File: config.mk
export PLATFORM = sky130hd
export DESIGN_NAME = vma_addr_unit
export DESIGN_NICKNAME = d
export VERILOG_FILES = /design/src/rtl/vma_pkg.sv /design/src/rtl/vma_hist_ring.sv /design/src/rtl/vma_addr_unit.sv
export SDC_FILE = /design/constraint.sdc
export NUM_CORES = 1
export LEC_CHECK = 0
export BUFFER_PORTS_ARGS = -buffer_cell sky130_fd_sc_hd__clkbuf_2
export CORE_ASPECT_RATIO = 0.75
export CORE_MARGIN = 3
export CORE_UTILIZATION = 57
export CTS_BUF_LIST = sky130_fd_sc_hd__clkbuf_4
export CTS_CLUSTER_DIAMETER = 150
export CTS_CLUSTER_SIZE = 25
export DETAILED_ROUTE_END_ITERATION = 16
export PLACE_DENSITY = 0.89
export SLEW_MARGIN = 20
export SYNTH_ARGS = -nofsm -noshare
export SYNTH_HDL_FRONTEND = slang
export SYNTH_SLANG_ARGS = --single-unit
File: constraint.sdc
create_clock -name clk -period 10.8 [get_ports clk]
set_clock_uncertainty 0.2 [all_clocks]
set_input_delay 0.54 -clock clk [delete_from_list [all_inputs] [get_ports clk]]
set_output_delay 0.54 -clock clk [all_outputs]
set_load 0.03 [all_outputs]
File: src/rtl/vma_pkg.sv
// Shared types and section/offset helpers for the VMA address unit.
// Helpers work on a wide container word so that any ADDR_W/OFS_W split can use them.
package vma_pkg;

  typedef enum logic [1:0] {
    VSEL_AD   = 2'd0,
    VSEL_PC   = 2'd1,
    VSEL_HELD = 2'd2,
    VSEL_PREV = 2'd3
  } vma_sel_e;

  typedef enum logic [2:0] {
    DIAG_VMA    = 3'd0,
    DIAG_PC     = 3'd1,
    DIAG_HELD   = 3'd2,
    DIAG_BRK    = 3'd3,
    DIAG_HSTAT  = 3'd4,
    DIAG_HENTRY = 3'd5
  } diag_sel_e;

  localparam int MAX_W = 64;

  function automatic logic [MAX_W-1:0] sect_of(input logic [MAX_W-1:0] a, input int ofs_w);
    return a >> ofs_w;
  endfunction

  function automatic logic [MAX_W-1:0] ofs_of(input logic [MAX_W-1:0] a, input int ofs_w);
    return a & ((MAX_W'(1) << ofs_w) - MAX_W'(1));
  endfunction

  function automatic logic [MAX_W-1:0] join_addr(input logic [MAX_W-1:0] sect,
                                                 input logic [MAX_W-1:0] ofs,
                                                 input int ofs_w);
    return (sect << ofs_w) | ofs;
  endfunction

endpackage

File: src/rtl/vma_hist_ring.sv
// VMA history ring: newest-first readback, saturating count, freeze until cleared.
// Only instantiated when VMA_HISTORY_EN is defined.
module vma_hist_ring
  import vma_pkg::*;
#(
  parameter int ADDR_W     = 23,
  parameter int HIST_DEPTH = 8
) (
  input  logic                          clk,
  input  logic                          reset,
  input  logic                          push,
  input  logic [ADDR_W-1:0]             push_data,
  input  logic                          freeze_set,
  input  logic                          clear,
  input  logic [$clog2(HIST_DEPTH)-1:0] rd_idx,
  output logic                          frozen,
  output logic [$clog2(HIST_DEPTH):0]   count,
  output logic [ADDR_W-1:0]             rd_data
);

  localparam int IDX_W = $clog2(HIST_DEPTH);
  localparam int CNT_W = IDX_W + 1;

  logic [ADDR_W-1:0] mem [HIST_DEPTH];
  logic [IDX_W-1:0]  wr_ptr;
  logic [IDX_W-1:0]  rd_ptr;
  logic              do_push;

  assign do_push = push && !frozen;

  always_ff @(posedge clk) begin
    if (reset || clear) begin
      wr_ptr <= '0;
      count  <= '0;
      frozen <= 1'b0;
    end else begin
      if (do_push) begin
        wr_ptr <= wr_ptr + IDX_W'(1);
        if (count != CNT_W'(HIST_DEPTH)) count <= count + CNT_W'(1);
      end
      if (freeze_set) frozen <= 1'b1;
    end
  end

  // Storage is not reset: entries at or beyond count are masked on read.
  always_ff @(posedge clk) begin
    if (do_push) mem[wr_ptr] <= push_data;
  end

  assign rd_ptr  = wr_ptr - IDX_W'(1) - rd_idx;
  assign rd_data = ({1'b0, rd_idx} < count) ? mem[rd_ptr] : '0;

endmodule

File: src/rtl/vma_addr_unit.sv
// EBOX virtual-memory-address unit: VMA/PC/HELD registers, AC/section flags,
// address-break match and EBUS diagnostics. Optional history ring: VMA_HISTORY_EN.
module vma_addr_unit
  import vma_pkg::*;
#(
  parameter int ADDR_W     = 23,
  parameter int OFS_W      = 18,
  parameter int AC_W       = 4,
  parameter int HIST_DEPTH = 8,
  parameter int EBUS_W     = 36
) (
  input  logic                          clk,
  input  logic                          reset,
  input  logic [ADDR_W-1:0]             ad,
  input  logic                          vma_load,
  input  logic [1:0]                    vma_sel,
  input  logic                          vma_inc,
  input  logic                          vma_ext,
  input  logic [ADDR_W-OFS_W-1:0]       prev_sect,
  input  logic                          load_pc,
  input  logic                          load_held,
  input  logic                          local_ac,
  input  logic [ADDR_W-1:0]             brk_addr,
  input  logic                          brk_en,
  input  logic                          hist_clear,
  input  logic                          diag_read,
  input  logic [2:0]                    diag_sel,
  input  logic [$clog2(HIST_DEPTH)-1:0] diag_idx,
  output logic [ADDR_W-1:0]             vma,
  output logic [ADDR_W-1:0]             pc,
  output logic [ADDR_W-1:0]             vma_held,
  output logic                          ac_ref,
  output logic                          vma_sect0,
  output logic                          pc_sect0,
  output logic                          match,
  output logic [EBUS_W-1:0]             ebus_d
);

  localparam int SECT_W = ADDR_W - OFS_W;
  localparam int HIDX_W = $clog2(HIST_DEPTH);

  logic [ADDR_W-1:0] src;
  logic [ADDR_W-1:0] vma_nxt;
  logic [SECT_W-1:0] vma_sect, pc_sect, nxt_sect;
  logic [OFS_W-1:0]  vma_ofs, nxt_ofs;
  logic              advance;
  logic              match_nxt;
  logic [EBUS_W-1:0] diag_word;
  logic [HIDX_W+1:0] hist_stat;
  logic [ADDR_W-1:0] hist_entry;

  assign vma_sect = SECT_W'(sect_of(MAX_W'(vma), OFS_W));
  assign pc_sect  = SECT_W'(sect_of(MAX_W'(pc), OFS_W));
  assign vma_ofs  = OFS_W'(ofs_of(MAX_W'(vma), OFS_W));

  always_comb begin
    src = vma;
    if (vma_load) begin
      case (vma_sel_e'(vma_sel))
        VSEL_AD:   src = ad;
        VSEL_PC:   src = pc;
        VSEL_HELD: src = vma_held;
        VSEL_PREV: src = ADDR_W'(join_addr(MAX_W'(prev_sect), ofs_of(MAX_W'(ad), OFS_W), OFS_W));
      endcase
    end
  end

  // Offset increment wraps inside the section; the carry is dropped on purpose.
  assign nxt_sect = vma_ext ? SECT_W'(sect_of(MAX_W'(src), OFS_W)) : vma_sect;
  assign nxt_ofs  = OFS_W'(ofs_of(MAX_W'(src), OFS_W)) + OFS_W'(vma_inc);
  assign vma_nxt  = {nxt_sect, nxt_ofs};

  assign advance   = vma_load | vma_inc;
  assign match_nxt = brk_en && (advance ? (vma_nxt == brk_addr) : match);

  assign vma_sect0 = (vma_sect == '0);
  assign pc_sect0  = (pc_sect == '0);
  assign ac_ref    = ((vma_ofs >> AC_W) == '0) && (vma_sect0 || local_ac);

`ifdef VMA_HISTORY_EN
  logic                hist_frozen;
  logic [HIDX_W:0]     hist_count;

  vma_hist_ring #(
    .ADDR_W     (ADDR_W),
    .HIST_DEPTH (HIST_DEPTH)
  ) u_hist (
    .clk        (clk),
    .reset      (reset),
    .push       (advance),
    .push_data  (vma_nxt),
    .freeze_set (match_nxt && !match),
    .clear      (hist_clear),
    .rd_idx     (diag_idx),
    .frozen     (hist_frozen),
    .count      (hist_count),
    .rd_data    (hist_entry)
  );

  assign hist_stat = {hist_frozen, hist_count};
`else
  logic unused_hist;

  assign unused_hist = ^{hist_clear, diag_idx};
  assign hist_stat   = '0;
  assign hist_entry  = '0;
`endif

  always_comb begin
    diag_word = '0;
    case (diag_sel_e'(diag_sel))
      DIAG_VMA:    diag_word = EBUS_W'(vma);
      DIAG_PC:     diag_word = EBUS_W'(pc);
      DIAG_HELD:   diag_word = EBUS_W'(vma_held);
      DIAG_BRK:    diag_word = EBUS_W'(brk_addr);
      DIAG_HSTAT:  diag_word = EBUS_W'(hist_stat);
      DIAG_HENTRY: diag_word = EBUS_W'(hist_entry);
      default:     diag_word = '0;
    endcase
  end

  // Register stage: PC/HELD sample the pre-edge VMA, so a same-edge load sees the old value.
  always_ff @(posedge clk) begin
    if (reset) begin
      vma      <= '0;
      pc       <= '0;
      vma_held <= '0;
      match    <= 1'b0;
      ebus_d   <= '0;
    end else begin
      vma    <= vma_nxt;
      match  <= match_nxt;
      ebus_d <= diag_read ? diag_word : '0;
      if (load_pc)   pc       <= vma;
      if (load_held) vma_held <= vma;
    end
  end

endmodule
* Word-level counts from Yosys, hierarchy flattened
Index checks and enable logic that the tools add are counted.
Operators by class: $add $sub $neg 1, equality and inequality tests 7, mux-type cells 5, bitwise gates (word level) 3, reductions and logical operators 9
Operator list (number):
- one-hot mux 23 bit (4 select lines) | 2
- equality test 23 bit | 1
- two-way mux 23 bit | 1
- bitwise OR 23 x 18 -> 23 bit | 1
- adder 18 x 1 -> 18 bit | 1
- logical NOT 18 bit | 1
- logical NOT 5 bit | 2
- equality test 3 x 2 -> 1 bit, second input constant | 2
- two-way mux 5 bit | 1
- equality test 2 bit, second input constant | 2
- equality test 3 x 1 -> 1 bit, second input constant | 1
- logical NOT 3 bit | 1
- equality test 2 x 1 -> 1 bit, second input constant | 1
- logical AND 1 bit | 2
- logical NOT 2 bit | 1
- OR reduction 2 bit | 1
- logical OR 1 bit | 1
- two-way mux 1 bit | 1
- inverter 1 bit | 1
- bitwise OR 1 bit | 1
Storage, ports and cells: flip-flop bits (word level) 106, output and inout bits 109, word-level logic and storage cells 30

* Depth between registers and ports, before layout
word-level depth 7, depth in mapped cells 20, mapped depth without buffers 14

* Least setup slack after synthesis
Ideal clock, no wire load.
path type input -> register, start point in vma_sel[0], end point reg match, library setup time 69 ps, arrival 4123 ps, slack 6408 ps, stages 20, buffers on the path 6, cell sequence buf_6 -> buf_4 -> buf_4 -> buf_2 -> buf_2 -> buf_2 -> nor2b_1 -> a211oi_1 -> a21oi_1 -> mux2_2 -> ha_1 -> xor2_1 -> nor4b_1 -> o211ai_1 -> a21oi_1 -> o2111ai_1 -> or4_1 -> nor4_1 -> nand4_1 -> o21ai_1
Between the ends: word-level cells in the longest chain between the ends 7, elaborated cells between the ends (all ways) 11
Ends and longest elaborated chain:
- start: declaration | line vma_addr_unit.sv:16 | input logic [1:0] vma_sel,
- equality test 2 bit (tied with other cells) | line vma_addr_unit.sv:59 | case (vma_sel_e'(vma_sel))
- one-hot mux 23 bit (4 select lines) * | line vma_addr_unit.sv:59
- two-way mux 23 bit * | line vma_addr_unit.sv:58 | if (vma_load) begin
- adder 18 x 1 -> 18 bit * | line vma_addr_unit.sv:70 | assign nxt_ofs = OFS_W'(ofs_of(MAX_W'(src), OFS_W)) + OFS_W'(vma_inc);
- named net nxt_ofs[0] | line vma_addr_unit.sv:45 | logic [OFS_W-1:0] vma_ofs, nxt_ofs;
- equality test 23 bit * | line vma_addr_unit.sv:74 | assign match_nxt = brk_en && (advance ? (vma_nxt == brk_addr) : match);
- two-way mux 1 bit * | line vma_addr_unit.sv:74
- logical AND 1 bit * | line vma_addr_unit.sv:74
- end signal: assignment | line vma_addr_unit.sv:132 | match <= match_nxt;
- end: declaration | line vma_addr_unit.sv:35 | output logic match,
The timed path passes the listed nets; every way through them passes the cells marked *. A chain may end at the register's enable or synchronous reset.

* Final worst setup path
start point in vma_sel[1], end point reg match
Between the ends: word-level cells in the longest chain between the ends 7, elaborated cells between the ends (all ways) 11
Ends and longest elaborated chain (line):
- equality test 2 bit (tied with other cells) | vma_addr_unit.sv:59
- one-hot mux 23 bit (4 select lines) * | vma_addr_unit.sv:59
- two-way mux 23 bit * | vma_addr_unit.sv:58
- adder 18 x 1 -> 18 bit / two-way mux 5 bit (equally long branches) | vma_addr_unit.sv:70, vma_addr_unit.sv:69
- equality test 23 bit * | vma_addr_unit.sv:74
- two-way mux 1 bit * | vma_addr_unit.sv:74
- logical AND 1 bit * | vma_addr_unit.sv:74
Mark *: on every way between the ends. The rest lies on a longest branch, timed or not.

==> metrics.txt <==
Residual DRC=0; highest metal used=met4; I/O pins=around 180; setup slack, reg-to-reg=7.13 ns; first-pass GRT wire length=around 27000 µm; Period minus WS final=4.43 ns; via density per instance=6.15; first drt pass iteration count=6; Pins Over Slew Limit=0; top post-synthesis cells by area=dfxtp_1 (34%), mux2i_1 (14%), a22oi_1 (6.5%); vias post-DR=5324; Synth-to-Final Area Change=16.7%; final instance area=6340 µm²; Crit path max-delay family=simple AND/OR/NAND/NOR gates; synth warn=0; Tightest Hold Check Type=input pin to flop; vias in the first global route=about 5200; synthesized area per cell=about 9 µm²; Critical Path Start=vma_sel[1]; Clock Path Buffers=2; Gates resized, CTS repair=0; area leader, netlist=dfxtp_1; Max IR drop VDD=0.0794 mV; CP cell instances=clkbuf_2, nor2b_1, a22oi_1, o21ai_0, ha_1, nand2_1, nor3_1, nand3_1, nor3_1, xor3_1, nor4_1, nand4_1, o21ai_1; Root Buffer=clkbuf_4; total placed instance area=6210 µm²; Hold Crit Depth=3; mapped cell area=5430 µm²; worst skew pair latency=0.47 ns; Async SR Flop Fraction=0%; Core Box Area=just over 9000 µm²; CP arrival=4.64 ns; DR iter-0 viols=564; TNS Setup=0 ns; worst slew pin tran=1.13 ns; Avg WL per Cell=19.8 µm; Distinct cells, synth=63; chip width=119 µm; gr ovfl total=0; Crit Path Max Fanout=33; most common cell after layout, fill and taps aside=clkbuf_2; reg-to-reg critical path startpoint=vma_held[0]; critical path's largest stage delay=roughly 0.71 ns; DIE AREA=10700 µm²; fin crit share=41.1%; cts hold-fix bufs=0; Met2 Wirelength=7600 µm; GP Congestion=slightly above 0.9; global-route usage over all layers=31.7%; FP Rows=30; Final #Nets=around 810; commonest non-fill, non-tap cells in the layout=clkbuf_2 (161), dfxtp_1 (93), nor2_1 (83), mux2i_1 (76), a22oi_1 (47); unrepaired setup endpoints after global routing=false; synthesized instance count=601; Crit path buffers/inverters=1; DP Wirelength=11900 µm; Port-buffer cells=161; Yosys top cell area share=34.3%; Yosys reg bits=93; Post-synth EDFFs=0; Initial Util=between 50% and 60%; register area share after synthesis=between 30 and 40%; cells on worst reg2reg path=13; critical path capture point type=flop; post-route ant nets=0; Min-Delay Startpoint=brk_en; clock tree sinks=93; final setup fails=0; largest net degree at the start of global routing=73; WL met1=7150 µm; Max Cap Viol=0; # Post-CTS Setup Buffers=0; Leak=2.83 nW; status=completed; Slowest-stage cell, CP=nor2b_1; met3 wire length=roughly 2000 µm; CTS tree=built; startpoint class of the critical path=input pin; Crit path top cell by count=nor3_1; Hold Path End=match; Diodes inserted=0; Fin. Hold Viols=0; Reg clk slew, reported paths=0.14 ns; PD cells=between 100 and 150 nW/µm²; FMAX=0.226 GHz; # H-tree levels=3; CTS buffer count=9; antenna violations before repair=0; Critical R2R Capture=match; final wirelength=17100 µm; DIE HEIGHT=90.5 µm; share of cells above drive strength 1=28.6%; required time of the worst setup path=11.00 ns; critical setup path kind=input pin to flop; max_slew headroom=24.4%; most used flip-flop cell after synthesis=dfxtp_1
routing by layer:
| metal | vias up | global-route usage (%) |
|---|---|---|
| li1 | 2449 | - |
| met1 | 2514 | 43.8 |
| met2 | 327 | 49.1 |
| met3 | 34 | 7.26 |
| met4 | 0 | 10.2 |
| met5 | - | 0 |
synthesized netlist by cell type (4+ instances only):
| master | count |
|---|---|
| nor3_1 | 9 |
| clkbuf_1 | 31 |
| a22oi_1 | 47 |
| o21ai_0 | 5 |
| nand2_1 | 20 |
| nand3_1 | 13 |
| a211oi_1 | 7 |
| nor4_1 | 4 |
| buf_1 | 4 |
| xor2_1 | 20 |
| o211ai_1 | 7 |
| or4_1 | 5 |
| mux2i_1 | 76 |
| buf_2 | 4 |
| nor4b_1 | 4 |
| buf_4 | 15 |
| nor3b_1 | 4 |
| xnor3_1 | 5 |
| mux2_2 | 18 |
| a21oi_1 | 37 |
| xnor2_1 | 13 |
| dfxtp_1 | 93 |
| nor2b_1 | 15 |
| inv_1 | 4 |
| nor2_1 | 83 |
metrics by stage:
step | hold slack (ns) | setup slack (ns) | utilization (%) | instances | power [mW]
after global placement | 0.292 | 6.17 | 67.8 | 851 | 0.553
after floorplan | 0.415 | 6.41 | - | 613 | 0.505
final | 0.174 | 6.37 | 69.2 | 865 | 0.744
after global routing | 0.153 | 6.11 | 69.2 | 865 | 0.774
after CTS | 0.140 | 6.59 | 69.2 | 865 | 0.741
after detailed placement | 0.306 | 6.12 | 67.8 | 851 | 0.557
worst max path at each step:
stage,endpoint,slack [ns],cells after the start
3_3_place_gp,match,6.17,13
6_report,match,6.37,13
4_1_cts,match,6.59,13
5_1_grt,match,6.11,13
2_1_floorplan,match,6.41,20
3_5_place_dp,match,6.12,13
cell type report:
| class | count | area (µm²) |
|---|---|---|
| multi-input combinational | 460 | 3330 |
| inverter | 4 | 15.0 |
| clock inverter | 3 | 38.8 |
| sequential | 93 | 1860 |
| tap | 128 | 160 |
| fill | 716 | 2820 |
| clock buffer | 11 | 82.6 |
| timing repair buffer | 166 | 843 |
tightest hold or removal path, stage by stage:
cell      delay (ns)
clkbuf_2        0.09
nand4b_1        0.10
o21ai_1         0.07
state kept, by name, summed over array words and instances, names as in the netlist:
signal / count
pc: 23
vma: 23
match: 1
vma_held: 23
ebus_d: 23
power by group:
part           internal, mW  total, mW  switching [mW]
sequential            0.354      0.372          0.0176
combinational        0.0676      0.182           0.115
clock                0.0725      0.190           0.117
total                 0.495      0.744           0.250
cells by family after synthesis:
logic type / count (synthesis) / synth area share, %
and+or+nand+nor: 177 / 16.1
AOI/OAI and AO/OA: 132 / 16.8
muxes: 97 / 19.0
DFF: 93 / 34.3
buffers and inverters: 60 / 5.44
xor gates and xnor gates: 39 / 7.83
adders and majority gates: 2 / 0.461
other: 1 / 0.0691
(Power assumes the default switching activity.)
